--- config.mk ---
export PLATFORM = sky130hd
export DESIGN_NAME = imm_operand_stage
export DESIGN_NICKNAME = d
export VERILOG_FILES = /design/src/rtl/imm_operand_stage.sv
export SDC_FILE = /design/constraint.sdc
export NUM_CORES = 1
export LEC_CHECK = 0
export BUFFER_PORTS_ARGS = -buffer_cell sky130_fd_sc_hd__buf_2
export CORE_MARGIN = 8
export CORE_UTILIZATION = 35
export DETAILED_ROUTE_END_ITERATION = 10
export PLACE_DENSITY_LB_ADDON = 0.15
export SLEW_MARGIN = 20
export SYNTH_ARGS = -nofsm -noshare
export SYNTH_HDL_FRONTEND = slang
export SYNTH_SLANG_ARGS = --single-unit
--- constraint.sdc ---
create_clock -name clk -period 6.7 [get_ports clk]
set_clock_uncertainty 0.1 [all_clocks]
set_input_delay 1.34 -clock clk [delete_from_list [all_inputs] [get_ports clk]]
set_output_delay 1.34 -clock clk [all_outputs]
set_load 0.01 [all_outputs]
--- src/rtl/imm_operand_stage.sv ---
// Immediate extraction/extension stage feeding the EX operand mux through a 2-entry skid buffer.
// Latency 1 cycle; in_ready depends only on registered skid occupancy, so out_ready never reaches it combinationally.
module imm_operand_stage #(
    parameter int DATA_W = 32,
    parameter int IMM_W  = 16
) (
    input  logic              clk,
    input  logic              rst,
    input  logic              flush,
    input  logic              in_valid,
    output logic              in_ready,
    input  logic [31:0]       in_instr,
    input  logic [DATA_W-1:0] in_pc,
    output logic              out_valid,
    input  logic              out_ready,
    output logic [DATA_W-1:0] out_imm,
    output logic              out_use_imm,
    output logic [4:0]        out_rt,
    output logic [DATA_W-1:0] out_pc
);
    localparam int EXT_W = DATA_W - IMM_W;

    typedef struct packed {
        logic [DATA_W-1:0] imm;
        logic              use_imm;
        logic [4:0]        rt;
        logic [DATA_W-1:0] pc;
    } ent_t;

    ent_t main_q, main_d, skid_q, skid_d, in_ent;
    logic main_valid_q, main_valid_d, skid_valid_q, skid_valid_d;
    logic accept, drain;

    logic [5:0]        op;
    logic [IMM_W-1:0]  imm;
    logic [DATA_W-1:0] sext, zext;
    logic              unused_ok;

    assign op        = in_instr[31:26];
    assign imm       = in_instr[IMM_W-1:0];
    assign sext      = {{EXT_W{imm[IMM_W-1]}}, imm};
    assign zext      = {{EXT_W{1'b0}}, imm};
    assign unused_ok = ^in_instr[25:21];

    always_comb begin
        in_ent         = '0;
        in_ent.rt      = in_instr[20:16];
        in_ent.pc      = in_pc;
        unique case (op)
            6'h0C, 6'h0D, 6'h0E: begin
                in_ent.imm     = zext;
                in_ent.use_imm = 1'b1;
            end
            6'h0F: begin
                in_ent.imm     = zext << EXT_W;
                in_ent.use_imm = 1'b1;
            end
            // Branch offsets are word counts; EX wants a byte offset.
            6'h04, 6'h05: begin
                in_ent.imm     = sext << 2;
                in_ent.use_imm = 1'b0;
            end
            6'h08, 6'h09, 6'h0A, 6'h0B, 6'h23, 6'h2B: begin
                in_ent.imm     = sext;
                in_ent.use_imm = 1'b1;
            end
            default: begin
                in_ent.imm     = '0;
                in_ent.use_imm = 1'b0;
            end
        endcase
    end

    assign in_ready = !skid_valid_q && !rst;
    assign accept   = in_valid && in_ready;
    assign drain    = main_valid_q && out_ready;

    always_comb begin
        main_d       = main_q;
        skid_d       = skid_q;
        main_valid_d = main_valid_q;
        skid_valid_d = skid_valid_q;
        if (flush) begin
            main_valid_d = 1'b0;
            skid_valid_d = 1'b0;
        end else if (skid_valid_q) begin
            // in_ready is low here, so only the skid-to-main move can happen.
            if (drain) begin
                main_d       = skid_q;
                skid_valid_d = 1'b0;
            end
        end else if (main_valid_q && !drain) begin
            if (accept) begin
                skid_d       = in_ent;
                skid_valid_d = 1'b1;
            end
        end else begin
            main_valid_d = accept;
            if (accept) begin
                main_d = in_ent;
            end
        end
    end

    always_ff @(posedge clk or posedge rst) begin
        if (rst) begin
            main_q       <= '0;
            skid_q       <= '0;
            main_valid_q <= 1'b0;
            skid_valid_q <= 1'b0;
        end else begin
            main_q       <= main_d;
            skid_q       <= skid_d;
            main_valid_q <= main_valid_d;
            skid_valid_q <= skid_valid_d;
        end
    end

    assign out_valid   = main_valid_q;
    assign out_imm     = main_q.imm;
    assign out_use_imm = main_q.use_imm;
    assign out_rt      = main_q.rt;
    assign out_pc      = main_q.pc;

endmodule

== Yosys cells after proc, flatten, opt, wreduce, memory -nomap -nowiden ==
Index checks and enable logic that the tools add are counted.

* Flip-flop bits (word level): 142
* Input port bits: 69
* Output and inout port bits: 72
* Logic and storage cells: 55

* Equal/unequal tests: 16
* Mux-type cells: 13
* Bitwise operators: 2
* Reduce and logical (&&, ||, !) cells: 14

{| class="wikitable"
|+ Operators by type and width
! operator !! count
|-
| 70-bit two-way mux || 4
|-
| 33-bit one-hot mux with 4 select lines || 1
|-
| 6-bit by 4-bit == test with 1-bit output, second input constant || 8
|-
| 6-bit by 3-bit == test with 1-bit output, second input constant || 2
|-
| 6-bit == test, second input constant || 2
|-
| 1-bit two-way mux || 8
|-
| 4-bit AND reduction || 2
|-
| 2-bit inequality test, second input constant || 3
|-
| 6-bit OR reduction || 1
|-
| 1-bit logical AND || 4
|-
| 1-bit logical NOT || 3
|-
| 3-bit OR reduction || 1
|-
| 2-bit by 1-bit inequality test with 1-bit output, second input constant || 1
|-
| 1-bit inverter || 2
|-
| 2-bit AND reduction || 1
|-
| 2-bit nonzero test || 1
|-
| 2-bit OR reduction || 1
|}

== Logic depth before layout (Yosys ltp) ==
* Depth after elaboration: 7
* Gate-level depth with buffers: 9
* Depth with buffers taken out: 4

== Worst setup path before layout ==
Ideal clock, no wire load.

* Path type: input -> register
* Start point: in rst
* End point: reg skid_valid_q
* Library setup time: 0.101 ns
* Arrival: 4.831 ns
* Data required time: 6.499 ns
* Path slack: 1.668 ns
* Stages: 3
* Path buffers: 0
* Cells stage by stage: inv_1 -> a31oi_1 -> a211oi_1

* Word-level cells in the longest chain between the ends: 7

{| class="wikitable"
|+ Ends and longest elaborated chain
! what !! RTL line !! source
|-
| start: declaration || 8 || <nowiki>input logic rst,</nowiki>
|-
| 1-bit logical NOT (no source line) || n/a ||
|-
| 1-bit logical AND || 74 || <nowiki>assign in_ready = !skid_valid_q && !rst;</nowiki>
|-
| 1-bit logical AND || 75 || <nowiki>assign accept = in_valid && in_ready;</nowiki>
|-
| 1-bit two-way mux || 93 || <nowiki>if (accept) begin</nowiki>
|-
| 1-bit two-way mux || 92 || <nowiki>end else if (main_valid_q && !drain) begin</nowiki>
|-
| 1-bit two-way mux || 86 || <nowiki>end else if (skid_valid_q) begin</nowiki>
|-
| 1-bit two-way mux || 83 || <nowiki>if (flush) begin</nowiki>
|-
| named net skid_valid_d || 31 || <nowiki>logic main_valid_q, main_valid_d, skid_valid_q, skid_valid_d;</nowiki>
|-
| end signal: assignment || 115 || <nowiki>skid_valid_q <= skid_valid_d;</nowiki>
|-
| end: declaration || 31 ||
|}

The timed path passes the listed nets, and every way through them passes these cells.
A chain may end at the register's enable or synchronous reset.

== Worst setup path after layout ==
* Start point: in rst
* End point: reg skid_q[55] (netlist name)

* Word-level cells in the longest chain between the ends: 4

{| class="wikitable"
|+ Ends and longest elaborated chain
! what !! RTL line !! source
|-
| 1-bit logical NOT (no source line) || n/a ||
|-
| 1-bit logical AND || 74 ||
|-
| 1-bit logical AND || 75 ||
|-
| 4-bit AND reduction (no source line) || n/a ||
|-
| end signal: assignment || 113 || <nowiki>skid_q <= skid_d;</nowiki>
|-
| end: declaration || 30 || <nowiki>ent_t main_q, main_d, skid_q, skid_d, in_ent;</nowiki>
|}

Every way passes these cells.

==> impl_summary.log <==
[metrics] most instantiated flip-flop cell in the synthesis netlist: dfrtp_1
[metrics] top-level port count: 141
[metrics] end point of the worst hold path: skid_q[2]
[metrics] CTS tree: built
[metrics] async set or reset register ratio after synthesis: 100.0%
[metrics] Post-route DRC: 0
[metrics] R2R Path Start: skid_valid_q
[metrics] cell accounting for the most synthesized area: dfrtp_1
[metrics] ratio of routed vias to standard cells: about 5
[metrics] chip height: 149.4 um
[metrics] Finish-stage setup viols: 0
[metrics] placer's final routability congestion estimate: ~0.83
[metrics] Fin. Hold Viols: 0
[metrics] slew at the pin with the worst max-slew slack: between 1 and 1.5 ns
[metrics] Starting Density: a little over a third
[metrics] Die W: 149.4 um
[metrics] category of the worst setup path capture point: register
[metrics] net count after synthesis: around 720
[metrics] post-synthesis cell count: between 600 and 700
[metrics] Buffers on Ports: about 140
[metrics] setup_tns: 0 ns
[metrics] share of the synthesized area in the top cell type: between 50% and 60%
[metrics] First DRT Iteration DRCs: ~270
[metrics] number of nets with antenna violations after detailed routing: 0
[metrics] row cnt: 48
[metrics] layout net count: roughly 830
[metrics] maximum number of pins on one net before global-route repair: 108
[metrics] Max Fclk: around 280 MHz
[metrics] Met1 Routed Length: ~7800 um
[metrics] total of max-cap violations: 0
[metrics] number of hold buffers added after cts: 0
[metrics] leading post-synthesis cells by cell area: dfrtp_1, nand2_1, mux2i_1
[metrics] wire length of the first global-routing pass: about 27000 um
[metrics] largest family of logic cells by synthesized area: simple AND/OR/NAND/NOR gates
[metrics] final clock period utilization by the worst path: a little over half
[metrics] fraction of the mapped netlist area in adder cells: 0%
[metrics] number of register bits inferred by synthesis: 142
[metrics] quantity of gates resized following cts: 0
[metrics] average size of a mapped cell: between 9 and 10 sq um
[metrics] worst slew slack as a fraction of its limit: between 20 and 30%
[metrics] count of flip-flops with a built-in enable after synthesis: 0
[metrics] overall routed net length: approximately 17000 um
[metrics] clock net sink count: around 140
[metrics] antenna violations before repair: 2
[metrics] Crit Reg-Reg Endpoint: out_imm[31]
[metrics] Overflow after GRT: 0
[metrics] mux cell area share after synthesis: under 10%
[metrics] half-perimeter wire length of the detailed placement result: between 10000 and 15000 um
[metrics] sequential area share after synthesis: between 50% and 60%
[metrics] min setup slack post-route: 3.110 ns
[metrics] number of instances on the worst hold path: 2
[metrics] drt first pass iters: 4
[metrics] unrepaired setup endpoints after global routing: false
[metrics] Final Critical Period: between 3 and 4 ns
[metrics] DR WL met2: around 7700 um
[metrics] global-route usage over all layers: 15.62%
[metrics] DIE AREA: ~22000 sq um
[metrics] run status: finished clean
[metrics] Reg2Reg Depth: 6
[metrics] flop2flop setup slack: between 3 and 4 ns
[metrics] number of distinct library cell variants in the gate-level netlist after synthesis: 40
[metrics] via count of the first global-routing pass: roughly 5200
[metrics] type of the setup path with the least slack: in -> reg
[metrics] diode insertion count for antenna repair: 0
[metrics] post-synthesis share of cell area spent on xor and xnor gates: 0%
[metrics] WL/cell: roughly 17 um
[metrics] deepest clock path buffer count: 2
[metrics] Setup WS pre-CTS: 2.668 ns
[metrics] warning count from the yosys run: 0
[metrics] signal arrival time at the worst endpoint: between 3 and 4 ns
[metrics] clk root buf: clkbuf_16
[metrics] Slew Viols, Final: 0
[metrics] Crit path required time: between 6 and 7 ns
[metrics] most common cell in the netlist: nand2_1
[metrics] simple-gate share of the synthesized area: between 10% and 20%
[metrics] clock latency at the later pin of the worst-skew pair: 0.41 ns
[metrics] startpoint class of the critical path: primary input
[metrics] leakage power figure: between 3 and 4 nW
[metrics] top layer used by detailed routing: met5
[metrics] Layout Area Growth over Synthesis: 23.60%
[metrics] number of buffers created by CTS: 17
[metrics] class of the worst hold path: reg -> reg
[metrics] startpoint of the most critical hold path: skid_q[2]
[metrics] floorplan core area: around 17000 sq um
[metrics] total number of vias: a little over 5000
[metrics] power density over cell area: roughly 310 nW/um^2
[metrics] share of final-layout standard cells stronger than drive strength 1: 24.32%
[metrics] total met3 wirelength after detailed routing: approximately 1000 um
[metrics] top cells by instance count after synthesis: nand2_1, dfrtp_1, o21ai_0
[metrics] origin of the worst setup path: rst
[metrics] Max H-tree Level: 4
[metrics] buffer count from post-CTS setup fixing: 0
[metrics] post-synthesis instance area: about 6200 sq um
[metrics] VDD IR-drop max: about 180 uV
[metrics] clock input transition at the sequential cells of the worst setup and hold paths: roughly 0.060 ns
[metrics] critical-path maximum fanout: 38
[metrics] compound-cell area share of the yosys netlist: between 10% and 20%
worst max path at each step:
| stage | slack, ns | cells past startpoint | end |
|---|---|---|---|
| 2_1_floorplan | 1.43 | 1 | out_imm[0] |
| 3_3_place_gp | 2.70 | 6 | skid_q[61] |
| 3_5_place_dp | 2.67 | 6 | skid_q[65] |
| 4_1_cts | 3.11 | 6 | skid_q[65] |
| 5_1_grt | 2.94 | 6 | skid_q[67] |
| 6_report | 3.11 | 6 | skid_q[55] |
area by class of cell:
type	count	area, sq um
clock buffer	18	429.2
tap	225	281.5
multi-input combinational	458	2501
inverter	2	12.51
timing repair buffer	143	748.2
fill	1704	9657
sequential	142	3557
clock inverter	14	170.2
placed cells by master, fill, tap and decap left out, types with 2 or more instances in the layout:
| master | n |
|---|---|
| a211oi_1 | 18 |
| a21oi_1 | 22 |
| a22oi_1 | 14 |
| buf_2 | 135 |
| buf_4 | 7 |
| bufinv_16 | 3 |
| clkbuf_16 | 17 |
| clkinv_2 | 3 |
| clkinv_4 | 4 |
| clkinvlp_4 | 4 |
| dfrtp_1 | 141 |
| mux2i_1 | 37 |
| nand2_1 | 201 |
| nand2b_1 | 4 |
| nand3_1 | 19 |
| nand3b_1 | 3 |
| nor2_1 | 33 |
| nor3b_1 | 14 |
| o211ai_1 | 15 |
| o21ai_0 | 53 |
| o21bai_1 | 2 |
| or3b_1 | 2 |
flip-flops by register name, indices dropped and copies added (netlist names):
signal / cells
out_imm: 32
out_pc: 32
out_rt: 5
out_use_imm: 1
out_valid: 1
skid_q: 70
skid_valid_q: 1
worst max-delay path: stages:
cell and delay, ns:
buf_2 0.14, or3b_1 0.50, or3_2 0.86, buf_4 0.40, nor2_4 0.39, a21oi_1 0.12
cell families after synthesis:
kind of cell / count (synthesis)
simple gates: 287
flops: 142
compound gates: 134
buf+inv: 50
mux: 37
through the flow:
step                      instances  area (sq um)  power [mW]  hold WS, ns  util, %
after floorplan                 650          6230       1.265       0.3391        -
after global placement          969          7072       1.417       0.3516    40.74
after detailed placement        969          7072       1.430       0.3623    40.74
after CTS                      1001          7671       2.391       0.3757    44.20
after global routing           1002          7700       2.487       0.3977    44.36
final                          1002          7700       2.358       0.3714    44.36
power by group:
part	total, mW	switching, mW	internal (mW)
registers	1.07	0.0725	0.993
logic	0.343	0.202	0.141
clock network	0.950	0.365	0.585
total	2.36	0.640	1.72
per-layer routing:
layer / vias up / track usage, %
li1: 2447 / -
met1: 2416 / 20.15
met2: 141 / 24.68
met3: 24 / 4.289
met4: 4 / 5.654
met5: - / 0
Note: power is estimated with default switching activity, not from simulation.
